`src/rtl/btn_pulse_gen.sv`:
```
// btn_pulse_gen: push-button debouncer with a one-cycle press strobe, a release
// strobe, the debounced level and a 16-bit press counter.
// Optional build macro AUTO_REPEAT_EN adds auto-repeat pulses while the button
// is held. Without it, no repeat logic is built and REPEAT_* are ignored.
module btn_pulse_gen #(
  parameter int DEBOUNCE_CYCLES = 1000000,
  parameter int REPEAT_DELAY    = 50000000,
  parameter int REPEAT_PERIOD   = 10000000
) (
  input  logic        clk,
  input  logic        rst,
  input  logic        btn_in,
  output logic        btn_level,
  output logic        pulse,
  output logic        release_pulse,
  output logic [15:0] press_cnt
);

  localparam int CW = $clog2(DEBOUNCE_CYCLES + 1);
  localparam logic [CW-1:0] CNT_LAST = CW'(DEBOUNCE_CYCLES - 1);

  typedef enum logic [1:0] {
    ST_IDLE,
    ST_PRESS_WAIT,
    ST_PRESSED,
    ST_RELEASE_WAIT
  } state_t;

  state_t        r_state;
  logic [CW-1:0] r_cnt;
  logic          r_sync1, r_sync2;
  logic          r_level, r_pulse, r_rel;
  logic [15:0]   r_press_cnt;
  logic          w_s;

  assign w_s           = r_sync2;
  assign btn_level     = r_level;
  assign pulse         = r_pulse;
  assign release_pulse = r_rel;
  assign press_cnt     = r_press_cnt;

`ifdef AUTO_REPEAT_EN
  localparam int RMAX = (REPEAT_DELAY > REPEAT_PERIOD) ? REPEAT_DELAY : REPEAT_PERIOD;
  localparam int RCW  = $clog2(RMAX + 1);

  // r_rep_armed: first repeat already issued, so later ones use REPEAT_PERIOD
  logic [RCW-1:0] r_rep;
  logic           r_rep_armed;
  logic           w_rep_hit;

  assign w_rep_hit = (r_rep == (r_rep_armed ? RCW'(REPEAT_PERIOD - 1)
                                            : RCW'(REPEAT_DELAY - 1)));
`endif

  // Two-flop synchronizer for the raw asynchronous button
  always_ff @(posedge clk or posedge rst) begin
    if (rst) begin
      r_sync1 <= 1'b0;
      r_sync2 <= 1'b0;
    end else begin
      r_sync1 <= btn_in;
      r_sync2 <= r_sync1;
    end
  end

  // Debounce FSM; strobes default low so they can only last one cycle
  always_ff @(posedge clk or posedge rst) begin
    if (rst) begin
      r_state     <= ST_IDLE;
      r_cnt       <= '0;
      r_level     <= 1'b0;
      r_pulse     <= 1'b0;
      r_rel       <= 1'b0;
      r_press_cnt <= '0;
`ifdef AUTO_REPEAT_EN
      r_rep       <= '0;
      r_rep_armed <= 1'b0;
`endif
    end else begin
      r_pulse <= 1'b0;
      r_rel   <= 1'b0;
      case (r_state)
        ST_IDLE: begin
`ifdef AUTO_REPEAT_EN
          // IDLE always precedes a fresh press, so the repeat timer restarts here
          r_rep       <= '0;
          r_rep_armed <= 1'b0;
`endif
          if (w_s) begin
            r_state <= ST_PRESS_WAIT;
            r_cnt   <= CW'(1);
          end
        end
        ST_PRESS_WAIT: begin
          if (!w_s) begin
            r_state <= ST_IDLE;
            r_cnt   <= '0;
          end else if (r_cnt == CNT_LAST) begin
            r_state     <= ST_PRESSED;
            r_level     <= 1'b1;
            r_pulse     <= 1'b1;
            r_press_cnt <= r_press_cnt + 16'd1;
          end else begin
            r_cnt <= r_cnt + CW'(1);
          end
        end
        ST_PRESSED: begin
          if (!w_s) begin
            r_state <= ST_RELEASE_WAIT;
            r_cnt   <= CW'(1);
          end
`ifdef AUTO_REPEAT_EN
          else if (w_rep_hit) begin
            r_pulse     <= 1'b1;
            r_press_cnt <= r_press_cnt + 16'd1;
            r_rep       <= '0;
            r_rep_armed <= 1'b1;
          end else begin
            r_rep <= r_rep + RCW'(1);
          end
`endif
        end
        ST_RELEASE_WAIT: begin
          // Repeat timer is left untouched here: a glitch resumes where it was
          if (w_s) begin
            r_state <= ST_PRESSED;
            r_cnt   <= '0;
          end else if (r_cnt == CNT_LAST) begin
            r_state <= ST_IDLE;
            r_cnt   <= '0;
            r_level <= 1'b0;
            r_rel   <= 1'b1;
          end else begin
            r_cnt <= r_cnt + CW'(1);
          end
        end
        default: r_state <= ST_IDLE;
      endcase
    end
  end

endmodule

```
`config.mk`:
```
export PLATFORM = sky130hd
export DESIGN_NAME = btn_pulse_gen
export DESIGN_NICKNAME = d
export VERILOG_FILES = /design/src/rtl/btn_pulse_gen.sv
export SDC_FILE = /design/constraint.sdc
export NUM_CORES = 1
export LEC_CHECK = 0
export BUFFER_PORTS_ARGS = -buffer_cell sky130_fd_sc_hd__buf_2
export CORE_ASPECT_RATIO = 0.9
export CORE_UTILIZATION = 34
export CTS_CLUSTER_DIAMETER = 200
export DETAILED_ROUTE_END_ITERATION = 12
export PLACE_DENSITY = 0.63
export SLEW_MARGIN = 20
export SYNTH_ARGS = -nofsm -noshare
export SYNTH_HDL_FRONTEND = slang
export SYNTH_SLANG_ARGS = --single-unit
export TNS_END_PERCENT = 5
```
`constraint.sdc`:
```
create_clock -name clk -period 2.2 [get_ports clk]
set_input_delay 0.22 -clock clk [delete_from_list [all_inputs] [get_ports clk]]
set_output_delay 0.22 -clock clk [all_outputs]
set_load 0.05 [all_outputs]
```
* After elaboration in Yosys (flattened, before gate mapping)
Cells that the tools add are included.
** Word-level totals
- Register bits :: 43
- Word-level logic and storage cells :: 53
- Input bits :: 3
- Output and inout bits :: 19
** Cells by class
- Reductions and logical operators :: 6
- Mux-type cells :: 24
- Add/subtract/negate cells :: 2
- Equal/unequal tests :: 13
** Operators with widths (number)
- 20-bit 2-to-1 mux :: 6
- 20-bit case mux with 4 select lines :: 1
- 20-bit by 1-bit adder with 20-bit output, second input constant :: 1
- 20-bit == test, second input constant :: 1
- 16-bit by 1-bit adder with 16-bit output, second input constant :: 1
- 2-bit 2-to-1 mux :: 6
- 2-bit != test, second input constant :: 6
- 1-bit 2-to-1 mux :: 9
- 3-bit != test, second input constant :: 3
- 2-bit case mux with 4 select lines :: 1
- 3-bit AND reduction :: 2
- 5-bit AND reduction :: 1
- 2-bit == test, second input constant :: 2
- 4-bit AND reduction :: 1
- 2-bit by 1-bit == test with 1-bit output, second input constant :: 1
- 2-bit zero test :: 1
- 1-bit case mux with 2 select lines :: 1
- 2-bit nonzero test :: 1

* Longest topological paths before layout
Gate-level depths: netlist (run 1).
- Depth after elaboration :: 4
- Mapped depth :: 7
- Gate-level depth less buffers :: 7

* Worst setup path before layout (run 1)
OpenSTA, ideal clock, no wires.
- Kind :: register to register
- Start :: register r_cnt[6]
- End :: register r_press_cnt[12], in the netlist press_cnt[12]
- Setup time :: 0.144 ns
- Period minus slack after synthesis :: 2.160 ns
- Stages on the path, launching flop included :: 7
- Required time :: 2.056 ns
- Path buffers :: 1
- Path slack :: 0.040 ns
- Data arrival time :: 2.016 ns
- Cells stage by stage :: dfrtp_1 -> or4b_4 -> nor4_4 -> nand4_2 -> buf_6 -> nor4_1 -> xor2_1
** On the way
- Cells in the longest elaborated chain, start to end :: 2
** Ends and longest elaborated chain
- start, declared :: line 30 : logic [CW-1:0] r_cnt;
- start signal, assigned :: line 104 : r_cnt <= r_cnt + CW'(1);
- start signal, assigned :: line 134 : r_cnt <= r_cnt + CW'(1);
- 20-bit == test :: line 98 : end else if (r_cnt == CNT_LAST) begin
- 3-bit AND reduction (no source line)
- end signal, assigned :: line 102 : r_press_cnt <= r_press_cnt + 16'd1;
- end, declared :: line 33 : logic [15:0] r_press_cnt;
No other way between the ends.
A chain may end at the register's enable or synchronous reset.

* Worst setup path after layout (run 1)
- Start :: register r_cnt[7]
- End :: register r_press_cnt[12], in the netlist press_cnt[12]
Same word-level chain as after synthesis.

==> reports/qor.yml, run 1 <==
hold_path.class: "input pin to flip-flop"
place_congestion: 0.814
detail-route-antenna-nets: 0
syn_to_final_growth_pct: 25.0
hold_path_end: "r_sync1"
hp-start: "btn_in"
clkPwrFrac_pct: 42.1
worst_pin_slew_ns: 0.599
core-area_um2: 6180
layout.nets: 282
pwr-share-comb_pct: 5.6
yosysTopAreaCell: "dfrtp_1"
regArea_um2: 1080
reg2reg_to: "press_cnt[12]"
internal_power_mw: 1.17
switching_share_pct: 23.8
ys.flop_type: "dfrtp_1"
synthArstFlopShare_pct: 100
finalHoldViolations: 0
slew_headroom_pct: 59.8
initial_core_util_pct: 35.5
dp_hpwl_um: 3340
dieWidth_um: 86.6
fin_crit_sh_pct: 98.9
layout_commonest_cell: "dfrtp_1"
post-route-cell-area_um2: 2740
grt_start_max_net_pins: 29
vias: 1820
avgSynthCellArea_um2: 9.61
fin_total_pwr_mw: 1.54
die_h_um: 78.2
drt_pre_antenna_iters: 4
drtIter0Drc: 101
fin_cells: 365
outcome: "completed"
grt_overflow: 0
insertion_delay_ns: 0.30
rows: 27
worst-path-max-fanout: 5
synth_seq_cells: 43
synth_top_area_share_pct: 49.1
synth_area_leaders: "dfrtp_1 (49%), xnor2_1 (8.0%), xor2_1 (4.8%)"
yosysUniqueCellTypes: 41
grt_pass1_vias: 1749
worstSetupPathType: "flip-flop to flip-flop"
multi_input_area_um2: 1080
diodes: 0
max_freq_ghz: 0.460
slowest_stage: "or4_4"
dp.cells: 353
power_frac_seq_pct: 52.2
detail_route.wl_per_cell_um: 13.3
min_path_cells: 1
worst_setup_path_start_kind: "flip-flop"
crit_path_end_kind: "flip-flop"
finalClockSkew_ns: 0.00760
rsz0062_at_grt: "yes"
placed_area_um2: 2550
rrSetupSlack_ns: 0.02
r2r_cells: 6
grtUsageTotal_pct: 15.6
postSynthCellCount: 228
io_buffers: 21
cts_tree: "done"
drive_gt1_share_pct: 24.1
final_cell_mix: "dfrtp_1 (43), nor2_1 (27), buf_4 (27), nand2_1 (23), buf_2 (21)"
fillCellCount: 614
leakagePower_nw: 1.24
switching_power_uw: 365
vdd_drop_max_uv: 440
critPathMaxStageDelay_ns: 0.55
clk_pin_slew_worst_paths_ns: 0.09
worstPathRequired_ns: 2.43
fin_crit_ns: 2.18
die_area_um2: 6770
syn_nets: 233
grt_antenna_before_repair: 0
ys_seq_area_share_pct: 49.1
syn_area_um2: 2190
yosys_warnings: 0
report.final.slew_viol_count: 0
cts.path.max_buffers: 2
cp.arrival_ns: 2.40
power_density_nw_per_um2: 560
cts_max_level: 2
synth_edf_count: 0
setup_viol: 0
totalWireLength_um: 4850
grt_pass1_wl_um: 8280
root_buffer: "clkbuf_8"
maxCapViolCount: 0
r2r_start: "r_cnt[7]"
cp_cell_sequence: "or4_4 > nor4_4 > buf_4 > nand4_4 > nor4_1 > xor2_1"
cts-buffers-inserted: 5
via_per_inst: 4.99
route.detailed.drc: 0
clock-sinks: 43
num_io_pins: 22
-- critical path: cells and delay by family, from the launching register on --
kind	cells	cell delay [ns]
AND/OR/NAND/NOR	4	1.35
XOR/XNOR	1	0.18
flip-flops	1	0.39
buffers and inverters	1	0.18
-- synthesized netlist by cell type (2+ instances only) --
cell / number
o2111ai_1: 2
a22o_1: 2
ha_1: 2
xnor2_1: 20
clkbuf_1: 6
and2_1: 2
o21ai_0: 4
inv_1: 9
nor4b_1: 3
a21oi_1: 4
nor4_1: 3
nand4_1: 4
nand2_1: 23
nor2_1: 27
nand3_1: 20
o22ai_1: 2
nor3_1: 9
a31oi_1: 3
dfrtp_1: 43
xor2_1: 12
or3_1: 5
nor2b_1: 2
and3_1: 3
-- routing by layer --
| metal | wire, um | share of wire, % | global-route usage [%] |
|---|---|---|---|
| met5 | 0 | 0 | 0 |
| met4 | 63 | 1.3 | 4.00 |
| met3 | 175 | 3.6 | 3.36 |
| met2 | 2190 | 45 | 23.9 |
| met1 | 2420 | 50 | 22.3 |
-- sequential cells by signal, indices dropped and copies added, names as in the netlist, named ones only --
register	cells
r_state	1
r_sync1	1
pulse	1
r_cnt	20
release_pulse	1
press_cnt	16
r_sync2	1
btn_level	1
-- how the worst max path moves through the flow --
stage              from            end  cells after the start  slack, ns
2_1_floorplan  r_cnt[6]  press_cnt[12]                      6       0.04
3_3_place_gp   r_cnt[6]   press_cnt[9]                      6       0.05
3_5_place_dp   r_cnt[7]  press_cnt[10]                      5      0.003
4_1_cts        r_cnt[7]  press_cnt[13]                      6       0.05
5_1_grt        r_cnt[7]  press_cnt[15]                      6      -0.06
6_report       r_cnt[7]  press_cnt[12]                      6       0.02
-- through the flow --
| stage | util, % | setup WS [ns] | hold WS [ns] | setup TNS, ns |
|---|---|---|---|---|
| after floorplan | - | 0.0404 | 0.251 | 0 |
| final | 44.3 | 0.0241 | 0.0245 | 0 |
| after global routing | 44.3 | -0.0601 | 0.0103 | -0.408 |
| after detailed placement | 41.3 | 0.00255 | 0.229 | 0 |
| after global placement | 41.3 | 0.0465 | 0.225 | 0 |
| after CTS | 43.6 | 0.0456 | 0.0194 | 0 |
-- power groups by stage --
stage / Clock (mW) / Combinational [mW] / Sequential, mW
floorplan: 0 / 0.0492 / 0.819
global placement: 0 / 0.0796 / 0.817
detailed placement: 0 / 0.0800 / 0.818
CTS: 0.652 / 0.0823 / 0.802
global route: 0.692 / 0.0968 / 0.804
finish: 0.647 / 0.0867 / 0.802
-- final cells by class --
cell class / count / share of cell area (%)
inverters: 10 / 1.37
multi-input cells: 168 / 39.6
clock inverters: 3 / 1.69
flip-flops and latches: 43 / 39.3
clock buffers: 5 / 2.51
repair buffers: 49 / 11.6
well taps: 87 / 3.97
-- cells by family after synthesis --
kind of cell / after synthesis / synth area share, %
AND/OR/NAND/NOR: 107 / 24.9
flip-flops: 43 / 49.1
XOR/XNOR: 32 / 12.8
AO/OA/AOI/OAI: 24 / 7.65
buffers and inverters: 18 / 3.48
multiplexers: 2 / 0.970
adder cells (fa/ha/maj): 2 / 1.14
-- repair_timing --
action | 4_1_cts | 5_1_grt
endpoints found under the setup margin | 1 | 22
hold buffers | 1 | 0
setup buffers | 0 | 1
resized for setup | 2 | 6
pin swaps | 0 | 3
cloned | 0 | 2
hold endpoints to repair | 15 | 0
No activity file was read; power rests on OpenSTA's default activity.
==> run 2: changes to the inputs <==
- CORE_UTILIZATION: 34 -> 25
- PLACE_DENSITY: 0.63 -> 0.52
==> run 2 against run 1 <==
The run now ends with setup timing left. Cell count increased by 8.5%. Die area up 35%. Sequential power barely moved. Clock-buffer cell count unchanged. Wire length grew 6.2%. Clock power fell by 3.1%. Register-to-register slack worse by 0.05 ns. Fmax is 2.2% lower. Worst setup slack lost 0.050 ns. Global-route usage fell by 3.3 points. Critical path type unchanged. Largest cell class unchanged. Highest routed layer unchanged.
==> reports/qor.yml, run 2 (synthesis gave the netlist of run 1 again) <==
clkPwrFrac_pct: 41.2
num_io_pins: 22
rrSetupSlack_ns: -0.03
drive_gt1_share_pct: 26.4
grt_antenna_before_repair: 0
worst-path-max-fanout: 5
core-area_um2: 8530
slowest_stage: "or4b_4"
grtUsageTotal_pct: 12.3
dp.cells: 383
totalWireLength_um: 5160
fin_setup_tns_ns: -0.0373
clock-sinks: 43
cts_tree: "done"
via_per_inst: 4.57
root_buffer: "clkbuf_8"
reg2reg_to: "press_cnt[6]"
largest_reg_flops: 20
cp_cell_sequence: "or4b_4 > nor4_4 > buf_4 > nand4_2 > nor3_1 > xor2_1"
drt_pre_antenna_iters: 6
fin_util_pct: 33.1
setup_viol: 3
failed_checks: "setup timing"
cts.path.max_buffers: 2
max_flop_register: "r_cnt"
layout.nets: 281
vdd_drop_max_uv: 253
finalHoldViolations: 0
vias: 1808
grt_start_max_net_pins: 27
setup_ws_ns: -0.0255
clk_pin_slew_worst_paths_ns: 0.09
place_ws_ns: -0.0914
critPathMaxStageDelay_ns: 0.55
drtIter0Drc: 143
io_buffers: 21
detail-route-antenna-nets: 0
grt_overflow: 0
diodes: 0
max_freq_ghz: 0.449
path_buf_inv: 1
grt_pass1_wl_um: 8930
worst_pin_slew_ns: 0.958
power_density_nw_per_um2: 539
dieWidth_um: 101
report.final.slew_viol_count: 0
fin_crit_sh_pct: 101
final_cell_mix: "dfrtp_1 (43), nor2_1 (27), buf_4 (25), nand2_1 (23), buf_2 (21)"
worstSetupPathType: "flip-flop to flip-flop"
maxCapViolCount: 0
layout_commonest_cell: "dfrtp_1"
insertion_delay_ns: 0.29
pwr-share-comb_pct: 6.0
dp_hpwl_um: 3450
die_h_um: 90.8
finalClockSkew_ns: 0.00295
die_area_um2: 9150
route.detailed.drc: 0
crit_path_end_kind: "flip-flop"
leakagePower_nw: 1.26
place_congestion: 0.789
switching_power_uw: 352
r2r_cells: 6
power_frac_seq_pct: 52.8
initial_core_util_pct: 25.7
switching_share_pct: 23.1
fin_cells: 396
internal_power_mw: 1.17
rows: 32
whs_ns: 0.0157
cts_hold_buf: 0
worstPathRequired_ns: 2.42
grt_pass1_vias: 1794
cts-buffers-inserted: 5
r2r_start: "r_cnt[6]"
syn_to_final_growth_pct: 28.8
critPathTopFamily: "simple AND/OR/NAND/NOR gates"
fin_crit_ns: 2.23
cp.arrival_ns: 2.44
cts_max_level: 2
rsz0062_at_grt: "yes"
slew_headroom_pct: 35.7
detail_route.wl_per_cell_um: 13.0
hold_path.class: "input pin to async pin"
worst_setup_path_start_kind: "flip-flop"
outcome: "finished with violations"
==> run 2: per-stage QoR <==
stage,cell area (um2),power [mW]
5_1_grt,2820,1.59
2_1_floorplan,2190,0.868
6_report,2820,1.52
4_1_cts,2800,1.55
3_3_place_gp,2580,0.901
3_5_place_dp,2580,0.900
==> run 2: timing repair <==
item / 4_1_cts / 5_1_grt
resized for setup: 16 / 2
setup buffers: 1 / 2
endpoints found under the setup margin: 16 / 36
cloned: 2 / 0
hold endpoints to repair: 0 / 0
pin swaps: 5 / 3
==> run 2: how the worst max path moves through the flow <==
stage / end / depth (start not counted) / startpoint / slack [ns]
floorplan: press_cnt[12] / 6 / r_cnt[6] / 0.04
global route: press_cnt[12] / 7 / r_cnt[6] / -0.08
detailed placement: press_cnt[15] / 5 / r_cnt[7] / -0.09
CTS: press_cnt[3] / 7 / r_cnt[7] / -0.05
global placement: press_cnt[15] / 5 / r_cnt[7] / -0.04
finish: press_cnt[6] / 6 / r_cnt[6] / -0.03
==> run 2: power groups by stage <==
stage                     Combinational, mW  Sequential [mW]  Clock [mW]
after floorplan                      0.0492            0.819           0
after global placement               0.0825            0.818           0
after detailed placement             0.0820            0.818           0
after CTS                            0.0921            0.803       0.653
after global routing                  0.102            0.804       0.683
final                                0.0911            0.803       0.627
==> run 2: cell type report <==
cell class | count | area (um2)
Inverter | 10 | 41.3
Timing Repair Buffer | 48 | 315
Clock inverter | 3 | 43.8
Sequential cell | 43 | 1080
Clock buffer | 5 | 68.8
Tap cell | 119 | 149
Fill cell | 890 | 5700
Multi-Input combinational cell | 168 | 1130
==> run 2: worst register-to-register path, cell delays in order, from the launching register on <==
cell	delay (ns)
dfrtp_1	0.38
or4b_4	0.55
nor4_4	0.32
buf_4	0.20
nand4_2	0.21
nor3_1	0.32
xor2_1	0.18
==> run 2: metal layers <==
layer	GRT usage, %	share of wire (%)
met4	2.90	0.83
met2	19.3	47
met5	0	0
met3	2.55	3.4
met1	17.2	49
==> run 3: changes to the inputs <==
- PLACE_DENSITY: 0.52 -> 0.5
- SETUP_SLACK_MARGIN: unset -> 0.5
- clock period: 2.2 -> 2.7 ns (I/O delays scaled with it)
==> run 3 against run 2 <==
The run now ends clean. Via count shrank 1.3%. Worst setup slack gained 0.57 ns. Design area shrank 3.1%. Clock power shrank 18%.
==> reports/qor.yml, run 3 (synthesis gave the netlist of run 1 again) <==
outcome: "completed"
fin_crit_sh_pct: 79.9
grtUsageTotal_pct: 12.0
clk_pin_slew_worst_paths_ns: 0.09
dieWidth_um: 101
route.detailed.drc: 0
grt_antenna_before_repair: 0
via_per_inst: 4.65
worst_pin_slew_ns: 0.884
core-area_um2: 8530
clock-sinks: 43
syn_to_final_growth_pct: 24.9
finalClockSkew_ns: 0.00921
rsz0062_at_grt: "yes"
leakagePower_nw: 1.25
report.final.slew_viol_count: 0
max_freq_ghz: 0.464
insertion_delay_ns: 0.30
cts-buffers-inserted: 5
grt_pass1_wl_um: 8670
cp.arrival_ns: 2.38
root_buffer: "clkbuf_8"
totalWireLength_um: 4990
rrSetupSlack_ns: 0.54
worstSetupPathType: "flip-flop to flip-flop"
cts.path.max_buffers: 2
diodes: 0
layout.nets: 269
initial_core_util_pct: 25.7
layout_commonest_cell: "dfrtp_1"
largest_reg_flops: 20
vias: 1784
worst_setup_path_start_kind: "flip-flop"
slew_headroom_pct: 40.7
vdd_drop_max_uv: 269
cts_max_level: 2
power_density_nw_per_um2: 452
final_cell_mix: "dfrtp_1 (43), nor2_1 (27), nand2_1 (23), buf_2 (21), xnor2_1 (20)"
setup_viol: 0
dp_hpwl_um: 3340
num_io_pins: 22
io_buffers: 21
worstPathRequired_ns: 2.93
detail-route-antenna-nets: 0
grt_overflow: 0
cts_tree: "done"
reg2reg_to: "press_cnt[15]"
fin_crit_ns: 2.16
place_congestion: 0.762
max_flop_register: "r_cnt"
die_area_um2: 9150
fin_setup_tns_ns: 0
grt_start_max_net_pins: 25
r2r_start: "r_cnt[6]"
drt_pre_antenna_iters: 4
r2r_cells: 6
hold_path.class: "input pin to async pin"
rows: 32
worst-path-max-fanout: 6
detail_route.wl_per_cell_um: 13.0
drtIter0Drc: 70
maxCapViolCount: 0
crit_path_end_kind: "flip-flop"
fin_util_pct: 32.1
finalHoldViolations: 0
die_h_um: 90.8
cts_hold_buf: 0
drive_gt1_share_pct: 22.3
grt_pass1_vias: 1772
fillCellCount: 869
-- run 3: changes by cell type in the layout (fill, tap and decap cells not counted), sizes merged --
cell      change
clkinvlp      -1
buf          -12
clkinv        +1
-- run 3: final cells by class --
class	instances	area, um2	area share, %
clock buffers	5	68.8	2.51
clock inverters	3	43.8	1.60
inverters	10	38.8	1.42
multi-input cells	168	1140	41.8
flip-flops and latches	43	1080	39.3
well taps	119	149	5.44
repair buffers	36	218	7.95
-- run 3: what timing repair did --
action,CTS,global route
gates resized for setup,15,2
hold endpoints to repair,0,0
pin swaps,6,3
gates cloned,2,0
setup endpoints to repair,20,28
buffers inserted,1,4
-- run 3: stage by stage --
| step | cells | hold slack, ns | cell area (um2) | power [mW] | setup WS, ns |
|---|---|---|---|---|---|
| 2_1_floorplan | 228 | 0.301 | 2190 | 0.707 | 0.540 |
| 6_report | 384 | 0.0306 | 2740 | 1.24 | 0.544 |
| 4_1_cts | 380 | 0.0515 | 2690 | 1.25 | 0.510 |
| 3_5_place_dp | 369 | 0.344 | 2470 | 0.730 | 0.314 |
| 3_3_place_gp | 369 | 0.337 | 2470 | 0.731 | 0.352 |
| 5_1_grt | 384 | 0.0441 | 2740 | 1.29 | 0.447 |
-- run 3: layer usage --
metal | GRT usage (%) | routed length [um] | up-vias
li1 | - | - | 868
met4 | 4.59 | 71 | 0
met1 | 16.3 | 2510 | 863
met3 | 3.02 | 207 | 7
met2 | 18.2 | 2210 | 46
met5 | 0 | 0 | -
-- run 3: worst max path at each step --
stage          startpoint             to  slack, ns  cells after the start
3_5_place_dp     r_cnt[7]  press_cnt[15]       0.31                      5
3_3_place_gp     r_cnt[7]  press_cnt[15]       0.35                      5
2_1_floorplan    r_cnt[6]  press_cnt[12]       0.54                      6
4_1_cts         r_cnt[11]  press_cnt[15]       0.51                      6
6_report         r_cnt[6]  press_cnt[15]       0.54                      6
5_1_grt          r_cnt[6]  press_cnt[15]       0.45                      6
-- run 3: worst max-delay path, cell delays in order (launching register included) --
cell	delay [ns]
dfrtp_1	0.39
or4b_4	0.55
nor4_4	0.25
buf_4	0.19
nand4_4	0.19
nor4b_4	0.33
xor2_1	0.19
-- run 3: report_power, final --
part | total (mW) | internal, mW | switching [mW]
Sequential | 0.657 | 0.649 | 0.00759
Clock | 0.514 | 0.276 | 0.239
Combinational | 0.0652 | 0.0226 | 0.0426
Total | 1.24 | 0.948 | 0.289
